File: config.mk
export PLATFORM = sky130hd
export DESIGN_NAME = dmem_fill_flat
export DESIGN_NICKNAME = d
export VERILOG_FILES = /design/src/rtl/dmem_fill_pkg.sv /design/src/rtl/dmem_fill_if.sv /design/src/rtl/dmem_fill_inv_gen.sv /design/src/rtl/dmem_fill.sv /design/src/flat_wrapper.sv
export SDC_FILE = /design/constraint.sdc
export NUM_CORES = 2
export LEC_CHECK = 0
export BUFFER_PORTS_ARGS = -buffer_cell sky130_fd_sc_hd__buf_4
export CORE_ASPECT_RATIO = 0.8
export CORE_MARGIN = 5
export CORE_UTILIZATION = 50
export DETAILED_ROUTE_END_ITERATION = 12
export PLACE_DENSITY = 0.84
export SETUP_SLACK_MARGIN = 0.15
export SYNTH_ARGS = -nofsm -noshare
export SYNTH_HDL_FRONTEND = slang
export SYNTH_HIERARCHICAL = 1
export SYNTH_SLANG_ARGS = --single-unit
File: constraint.sdc
create_clock -name clk -period 69.3 [get_ports clk]
set_input_delay 3.465 -clock clk [delete_from_list [all_inputs] [get_ports clk]]
set_output_delay 3.465 -clock clk [all_outputs]
set_load 0.02 [all_outputs]
File: src/rtl/dmem_fill_pkg.sv
// Shared configuration and FSM encoding for the data-cache line-fill responder.
package dmem_fill_pkg;

  localparam int DMEM_LINE    = 512;
  localparam int DMEM_BLK_LEN = 58;

  typedef enum logic [1:0] {
    ST_IDLE = 2'd0,
    ST_FILL = 2'd1,
    ST_RESP = 2'd2
  } fill_state_e;

endpackage

File: src/rtl/dmem_fill_if.sv
// Cache-side fill/invalidate bus between dmem (master) and dmem_fill (slave).
interface dmem_fill_if
  import dmem_fill_pkg::*;
#(
  parameter int LINE_W  = DMEM_LINE,
  parameter int BLK_LEN = DMEM_BLK_LEN
);

  logic [BLK_LEN-1:0] b_addr_d;
  logic               b_rd_d;
  logic [LINE_W-1:0]  b_rdata_d;
  logic               b_dv_d;
  logic [BLK_LEN-1:0] b_inv_addr_d;
  logic               inv;

  modport master (
    output b_addr_d, b_rd_d,
    input  b_rdata_d, b_dv_d, b_inv_addr_d, inv
  );

  modport slave (
    input  b_addr_d, b_rd_d,
    output b_rdata_d, b_dv_d, b_inv_addr_d, inv
  );

endinterface

File: src/rtl/dmem_fill_inv_gen.sv
// Invalidate path: registers each external write as a one-cycle inv pulse
// carrying the block address of that write.
module dmem_inv_gen
  import dmem_fill_pkg::*;
#(
  parameter int BLK_LEN = DMEM_BLK_LEN
) (
  input  logic               clk,
  input  logic               rst,
  input  logic               ext_wr,
  input  logic [63:0]        ext_wr_addr,
  output logic               inv,
  output logic [BLK_LEN-1:0] inv_addr
);

  localparam int OFF_W = 64 - BLK_LEN;

  logic               inv_d, inv_q;
  logic [BLK_LEN-1:0] addr_d, addr_q;
  logic [OFF_W-1:0]   unused_off;

  assign unused_off = ext_wr_addr[OFF_W-1:0];

  always_comb begin
    inv_d  = ext_wr;
    addr_d = addr_q;
    if (ext_wr) addr_d = ext_wr_addr[63:OFF_W];
  end

  always_ff @(posedge clk or posedge rst) begin
    if (rst) begin
      inv_q  <= 1'b0;
      addr_q <= '0;
    end else begin
      inv_q  <= inv_d;
      addr_q <= addr_d;
    end
  end

  assign inv      = inv_q;
  assign inv_addr = addr_q;

endmodule

File: src/rtl/dmem_fill.sv
// Line-fill responder: reads a cache block beat by beat from a 64-bit memory
// port, restarts the fill if the block is written externally, returns the line.
module dmem_fill
  import dmem_fill_pkg::*;
#(
  parameter int LINE_W  = DMEM_LINE,
  parameter int BLK_LEN = DMEM_BLK_LEN
) (
  input  logic        clk,
  input  logic        rst,
  dmem_fill_if.slave  bus,
  output logic [63:0] m_addr,
  output logic        m_rd,
  input  logic [63:0] m_rdata,
  input  logic        m_ack,
  input  logic        ext_wr,
  input  logic [63:0] ext_wr_addr
);

  localparam int BEATS  = LINE_W / 64;
  localparam int BEAT_W = (BEATS > 1) ? $clog2(BEATS) : 1;
  localparam int OFF_W  = 64 - BLK_LEN;
  localparam logic [BEAT_W-1:0] LAST_BEAT = BEAT_W'(BEATS - 1);

  fill_state_e        state_d, state_q;
  logic [BLK_LEN-1:0] blk_d, blk_q;
  logic [BEAT_W-1:0]  beat_d, beat_q;
  logic [LINE_W-1:0]  line_d, line_q;
  logic [LINE_W-1:0]  rdata_d, rdata_q;
  logic               stale_d, stale_q;
  logic [63:0]        m_addr_d, m_addr_q;
  logic               m_rd_d, m_rd_q;
  logic               dv_d, dv_q;

  logic               ext_hit;
  logic [OFF_W-1:0]   unused_ext_off;
  logic               inv_o;
  logic [BLK_LEN-1:0] inv_addr_o;

  assign ext_hit        = ext_wr && (ext_wr_addr[63:OFF_W] == blk_q);
  assign unused_ext_off = ext_wr_addr[OFF_W-1:0];

  always_comb begin
    state_d  = state_q;
    blk_d    = blk_q;
    beat_d   = beat_q;
    line_d   = line_q;
    rdata_d  = rdata_q;
    stale_d  = stale_q;
    m_addr_d = m_addr_q;
    m_rd_d   = m_rd_q;
    dv_d     = 1'b0;
    unique case (state_q)
      // A write landing in the accept cycle precedes every read, so no stale here.
      ST_IDLE: begin
        if (bus.b_rd_d) begin
          blk_d    = bus.b_addr_d;
          beat_d   = '0;
          stale_d  = 1'b0;
          m_addr_d = {bus.b_addr_d, {OFF_W{1'b0}}};
          m_rd_d   = 1'b1;
          state_d  = ST_FILL;
        end
      end
      ST_FILL: begin
        if (ext_hit) stale_d = 1'b1;
        if (m_ack) begin
          // A write seen before or with this ack makes the beat suspect: refetch all.
          if (stale_q || ext_hit) begin
            beat_d   = '0;
            m_addr_d = {blk_q, {OFF_W{1'b0}}};
            stale_d  = 1'b0;
          end else begin
            line_d[64*int'(beat_q) +: 64] = m_rdata;
            if (beat_q == LAST_BEAT) begin
              m_rd_d  = 1'b0;
              dv_d    = 1'b1;
              rdata_d = line_d;
              state_d = ST_RESP;
            end else begin
              beat_d   = beat_q + BEAT_W'(1);
              m_addr_d = m_addr_q + 64'd8;
            end
          end
        end
      end
      ST_RESP: state_d = ST_IDLE;
      default: state_d = ST_IDLE;
    endcase
  end

  always_ff @(posedge clk or posedge rst) begin
    if (rst) begin
      state_q  <= ST_IDLE;
      blk_q    <= '0;
      beat_q   <= '0;
      line_q   <= '0;
      rdata_q  <= '0;
      stale_q  <= 1'b0;
      m_addr_q <= '0;
      m_rd_q   <= 1'b0;
      dv_q     <= 1'b0;
    end else begin
      state_q  <= state_d;
      blk_q    <= blk_d;
      beat_q   <= beat_d;
      line_q   <= line_d;
      rdata_q  <= rdata_d;
      stale_q  <= stale_d;
      m_addr_q <= m_addr_d;
      m_rd_q   <= m_rd_d;
      dv_q     <= dv_d;
    end
  end

  dmem_inv_gen #(.BLK_LEN(BLK_LEN)) u_inv_gen (
    .clk         (clk),
    .rst         (rst),
    .ext_wr      (ext_wr),
    .ext_wr_addr (ext_wr_addr),
    .inv         (inv_o),
    .inv_addr    (inv_addr_o)
  );

  assign bus.b_rdata_d    = rdata_q;
  assign bus.b_dv_d       = dv_q;
  assign bus.inv          = inv_o;
  assign bus.b_inv_addr_d = inv_addr_o;
  assign m_addr           = m_addr_q;
  assign m_rd             = m_rd_q;

endmodule

File: src/flat_wrapper.sv
// flat-port wrapper written by rule: the top's interface ports become plain ports
module dmem_fill_flat import dmem_fill_pkg::*;
#(
  parameter int LINE_W  = DMEM_LINE,
  parameter int BLK_LEN = DMEM_BLK_LEN
)
  (clk, rst, m_addr, m_rd, m_rdata, m_ack, ext_wr, ext_wr_addr, bus_b_addr_d, bus_b_rd_d, bus_b_rdata_d, bus_b_dv_d, bus_b_inv_addr_d, bus_inv);
  dmem_fill_if #(.LINE_W(LINE_W), .BLK_LEN(BLK_LEN)) bus_i ();
  input  logic clk;
  input  logic rst;
  output logic [63:0] m_addr;
  output logic m_rd;
  input  logic [63:0] m_rdata;
  input  logic m_ack;
  input  logic ext_wr;
  input  logic [63:0] ext_wr_addr;
  input wire logic [$bits(bus_i.b_addr_d)-1:0] bus_b_addr_d;
  input wire logic [$bits(bus_i.b_rd_d)-1:0] bus_b_rd_d;
  output wire logic [$bits(bus_i.b_rdata_d)-1:0] bus_b_rdata_d;
  output wire logic [$bits(bus_i.b_dv_d)-1:0] bus_b_dv_d;
  output wire logic [$bits(bus_i.b_inv_addr_d)-1:0] bus_b_inv_addr_d;
  output wire logic [$bits(bus_i.inv)-1:0] bus_inv;
  assign bus_i.b_addr_d = bus_b_addr_d;
  assign bus_i.b_rd_d = bus_b_rd_d;
  assign bus_b_rdata_d = bus_i.b_rdata_d;
  assign bus_b_dv_d = bus_i.b_dv_d;
  assign bus_b_inv_addr_d = bus_i.b_inv_addr_d;
  assign bus_inv = bus_i.inv;
  dmem_fill #(.LINE_W(LINE_W), .BLK_LEN(BLK_LEN)) u_core (.clk(clk), .rst(rst), .bus(bus_i), .m_addr(m_addr), .m_rd(m_rd), .m_rdata(m_rdata), .m_ack(m_ack), .ext_wr(ext_wr), .ext_wr_addr(ext_wr_addr));
endmodule
==> results_dict.tcl <==
set metrics [dict create \
    synth_cells 5434 \
    place_ws_ns 61.01 \
    wl_per_cell_microns 23.7 \
    crit_family "buffers and inverters" \
    regToRegSetupSlack_ns 64.03 \
    clk_pin_slew_worst_paths_ns 0.06 \
    worstSkewPairLatency_ns 0.76 \
    worst-endpoint-arrival_ns 8.44 \
    cts_tree "built" \
    cts_buffers 117 \
    holdBufCountCts 0 \
    cts_sinks 1210 \
    peakVddDrop_v 0.0000350 \
    crit_buf_inv 4 \
    fmax_ghz 0.129 \
    finalCritPeriodShare_pct 11.2 \
    ys.flop_type "dfrtp_1" \
    ys_async_sr_fraction_pct 100 \
    initial_core_util_pct 50.6 \
    status "complete, no violations" \
    critPathMaxFanout 107 \
    die_area_sq_um 111000 \
    slowest_delay_ns 0.91 \
    num_vias 43800 \
    end_kind "flip-flop" \
    power_density_nw_per_um2 50.9 \
    grtUsageMet2_pct 43.7 \
    drt_pass1_iterations 7 \
    final_util_pct 61.1 \
    drc_errors 0 \
    grt_overflow 0 \
    cp.required_ns 69.96 \
    crit_type "primary input to flip-flop" \
    fin_setup_tns_ns 0 \
    hpwl_mm 122 \
    crit_chain "buf_4 -> xor2_1 -> nor3_1 -> nand3_1 -> nor4_4 -> a21oi_4 -> buf_4 -> and4_4 -> buf_4 -> buf_4 -> nor2_1 -> a21oi_1" \
    synthTopCellsByCount "dfrtp_1, nor2_1, a21oi_1" \
    yosys-top-cells-area "dfrtp_1, a21oi_1, nor2_1, nand2_1, o21ai_0" \
    post_cts_buffers 0 \
    root_buffer "clkbuf_16" \
    numPortBuffers 818 \
    max_cap_viol_count 0 \
    cp-start-kind "primary input" \
    fillers 8102 \
    drv_slew 0 \
    yosys.area.top_type "dfrtp_1" \
    yosysMostFrequentCell "dfrtp_1" \
    cp_common_cell "buf_4" \
    antenna_found_initial 18 \
    use_met3_pct 9.62 \
    grt_use_met1_pct 44.4 \
    busiest_layer "met1" \
    fin_crit_ns 7.78 \
    drt-initial-drc-count 5057 \
    htreeDepth 3 \
    crit_slowest_cell "buf_4" \
    grt_first_pass_wirelength_mm 265 \
    fin_ws_ns 61.52 \
    syn_area_per_cell_sq_um 9.58 \
    yosys_register_bits 1210 \
    post_cts_resized 0 \
    syn_area_sq_um 52000 \
    track_usage_pct 31.4 \
    setup_viol 0 \
    ant_nets 0 \
    worst_pin_slew_ns 1.32 \
    routed_wirelength_mm 179 \
    yosys.area.top_type_share_pct 58.2 \
    cts.path.max_buffers 3 \
    grt_max_degree 225 \
    drive_gt1_share_pct 21.1 \
    fp.coreArea_sq_um 103000 \
    routabilityCongestion 0.955 \
    synthToLayoutAreaGrowth_pct 20.9 \
    p_leak_nw 29.2 \
    synth-edff-count 0 \
    finalHoldViolations 0 \
    num-nets-final 6229 \
    ios 828 \
    netlist-cell-type-count 64 \
    min_path_type "flip-flop to flip-flop" \
    rsz0062_at_grt "false" \
    ys_seq_area_share_pct 58.2 \
    die_w_microns 371 \
    die_y_microns 299 \
    via_per_inst 5.80 \
    skew_ns 0.0818 \
    yosysWarnings 6 \
    grt_pass1_vias 42100 \
    relSlewSlack_pct 11.3 \
    fp-row-count 105 \
]
==> metal layers <==
metal | vias to the layer above | share of wire, %
li1 | 19500 | -
met1 | 21500 | 41
met2 | 2250 | 42
met3 | 456 | 11
met4 | 0 | 6.1
met5 | - | 0
==> per-stage QoR <==
step	power [mW]	hold WS (ns)	std cells	cell area (sq um)
after global placement	2.43	0.461	7302	58600
after CTS	3.19	0.484	7524	62900
after floorplan	1.92	0.437	5436	52000
after global routing	3.37	0.498	7532	62900
after detailed placement	2.48	0.470	7302	58600
final	3.20	0.480	7537	62900
==> cells by family (layout without fill, tap and decap cells) <==
logic type	count (synthesis)	in the layout	share of synthesized area [%]
simple gates	1901	1901	14.5
compound gates	1491	1491	15.1
flops	1210	1210	58.2
buf+inv	420	1117	3.87
mux	322	322	6.79
xor+xnor	81	81	1.36
fa+ha+maj	8	8	0.192
other cells	1	16	0.00721
==> report_power, final <==
group,internal [mW],leakage (nW),total [mW],switching (mW)
logic,0.469,11.8,1.31,0.837
clock network,0.404,2.08,0.700,0.296
registers,0.991,15.3,1.19,0.204
total,1.86,29.2,3.20,1.34
==> cells in the final DEF, fill, tap and decap left out, drive strengths merged, types with 13 or more instances in the layout <==
| cell | n |
|---|---|
| dfrtp | 1210 |
| nor2 | 973 |
| a21oi | 931 |
| buf | 868 |
| nand2 | 769 |
| o21ai | 429 |
| mux2 | 187 |
| clkbuf | 158 |
| mux2i | 135 |
| xor2 | 57 |
| nand3 | 36 |
| clkinv | 32 |
| inv | 31 |
| o211ai | 28 |
| a31oi | 24 |
| xnor2 | 24 |
| nand4 | 23 |
| nor2b | 19 |
| bufinv | 16 |
| o22ai | 14 |
| diode | 13 |
==> worst register-to-register path: cells and delay by family, from the launching register on <==
family | cells | cell delay, ns
buf+inv | 3 | 2.28
simple gates | 5 | 1.61
xor+xnor | 1 | 0.61
flops | 1 | 0.41
compound gates | 2 | 0.34
==> sequential cells by signal, indices dropped and copies added (netlist names), 2 cells and up <==
register and flops:
u_core/line_q 512, u_core/bus.b_rdata_d 512, u_core/u_inv_gen/inv_addr 58, u_core/blk_q 58, u_core/state_q 2, u_core/beat_q 3, u_core/m_addr 61
==> path summary, 6_finish.rpt <==
kind / start / depth (start not counted) / end
max: ext_wr_addr[13] / 12 / u_core/bus.b_rdata_d[18]
min: u_core/line_q[421] / 2 / u_core/line_q[421]
max reg2reg: u_core/blk_q[7] / 11 / u_core/bus.b_rdata_d[18]
min reg2reg: u_core/line_q[421] / 2 / u_core/line_q[421]
max in group asynchronous: rst / 7 / u_core/bus.b_rdata_d[214]
min in group asynchronous: rst / 2 / u_core/line_q[59]
==> layout make-up <==
type | instances | area [sq um] | share of cell area (%)
clock buffer | 158 | 3360 | 5.35
tap | 1391 | 1740 | 2.77
antenna | 13 | 32.5 | 0.0517
timing repair buffer | 868 | 6570 | 10.4
inverter | 27 | 109 | 0.173
clock inverter | 64 | 931 | 1.48
sequential | 1210 | 30300 | 48.1
multi-input combinational | 3806 | 19900 | 31.6
(Power assumes the default switching activity.)
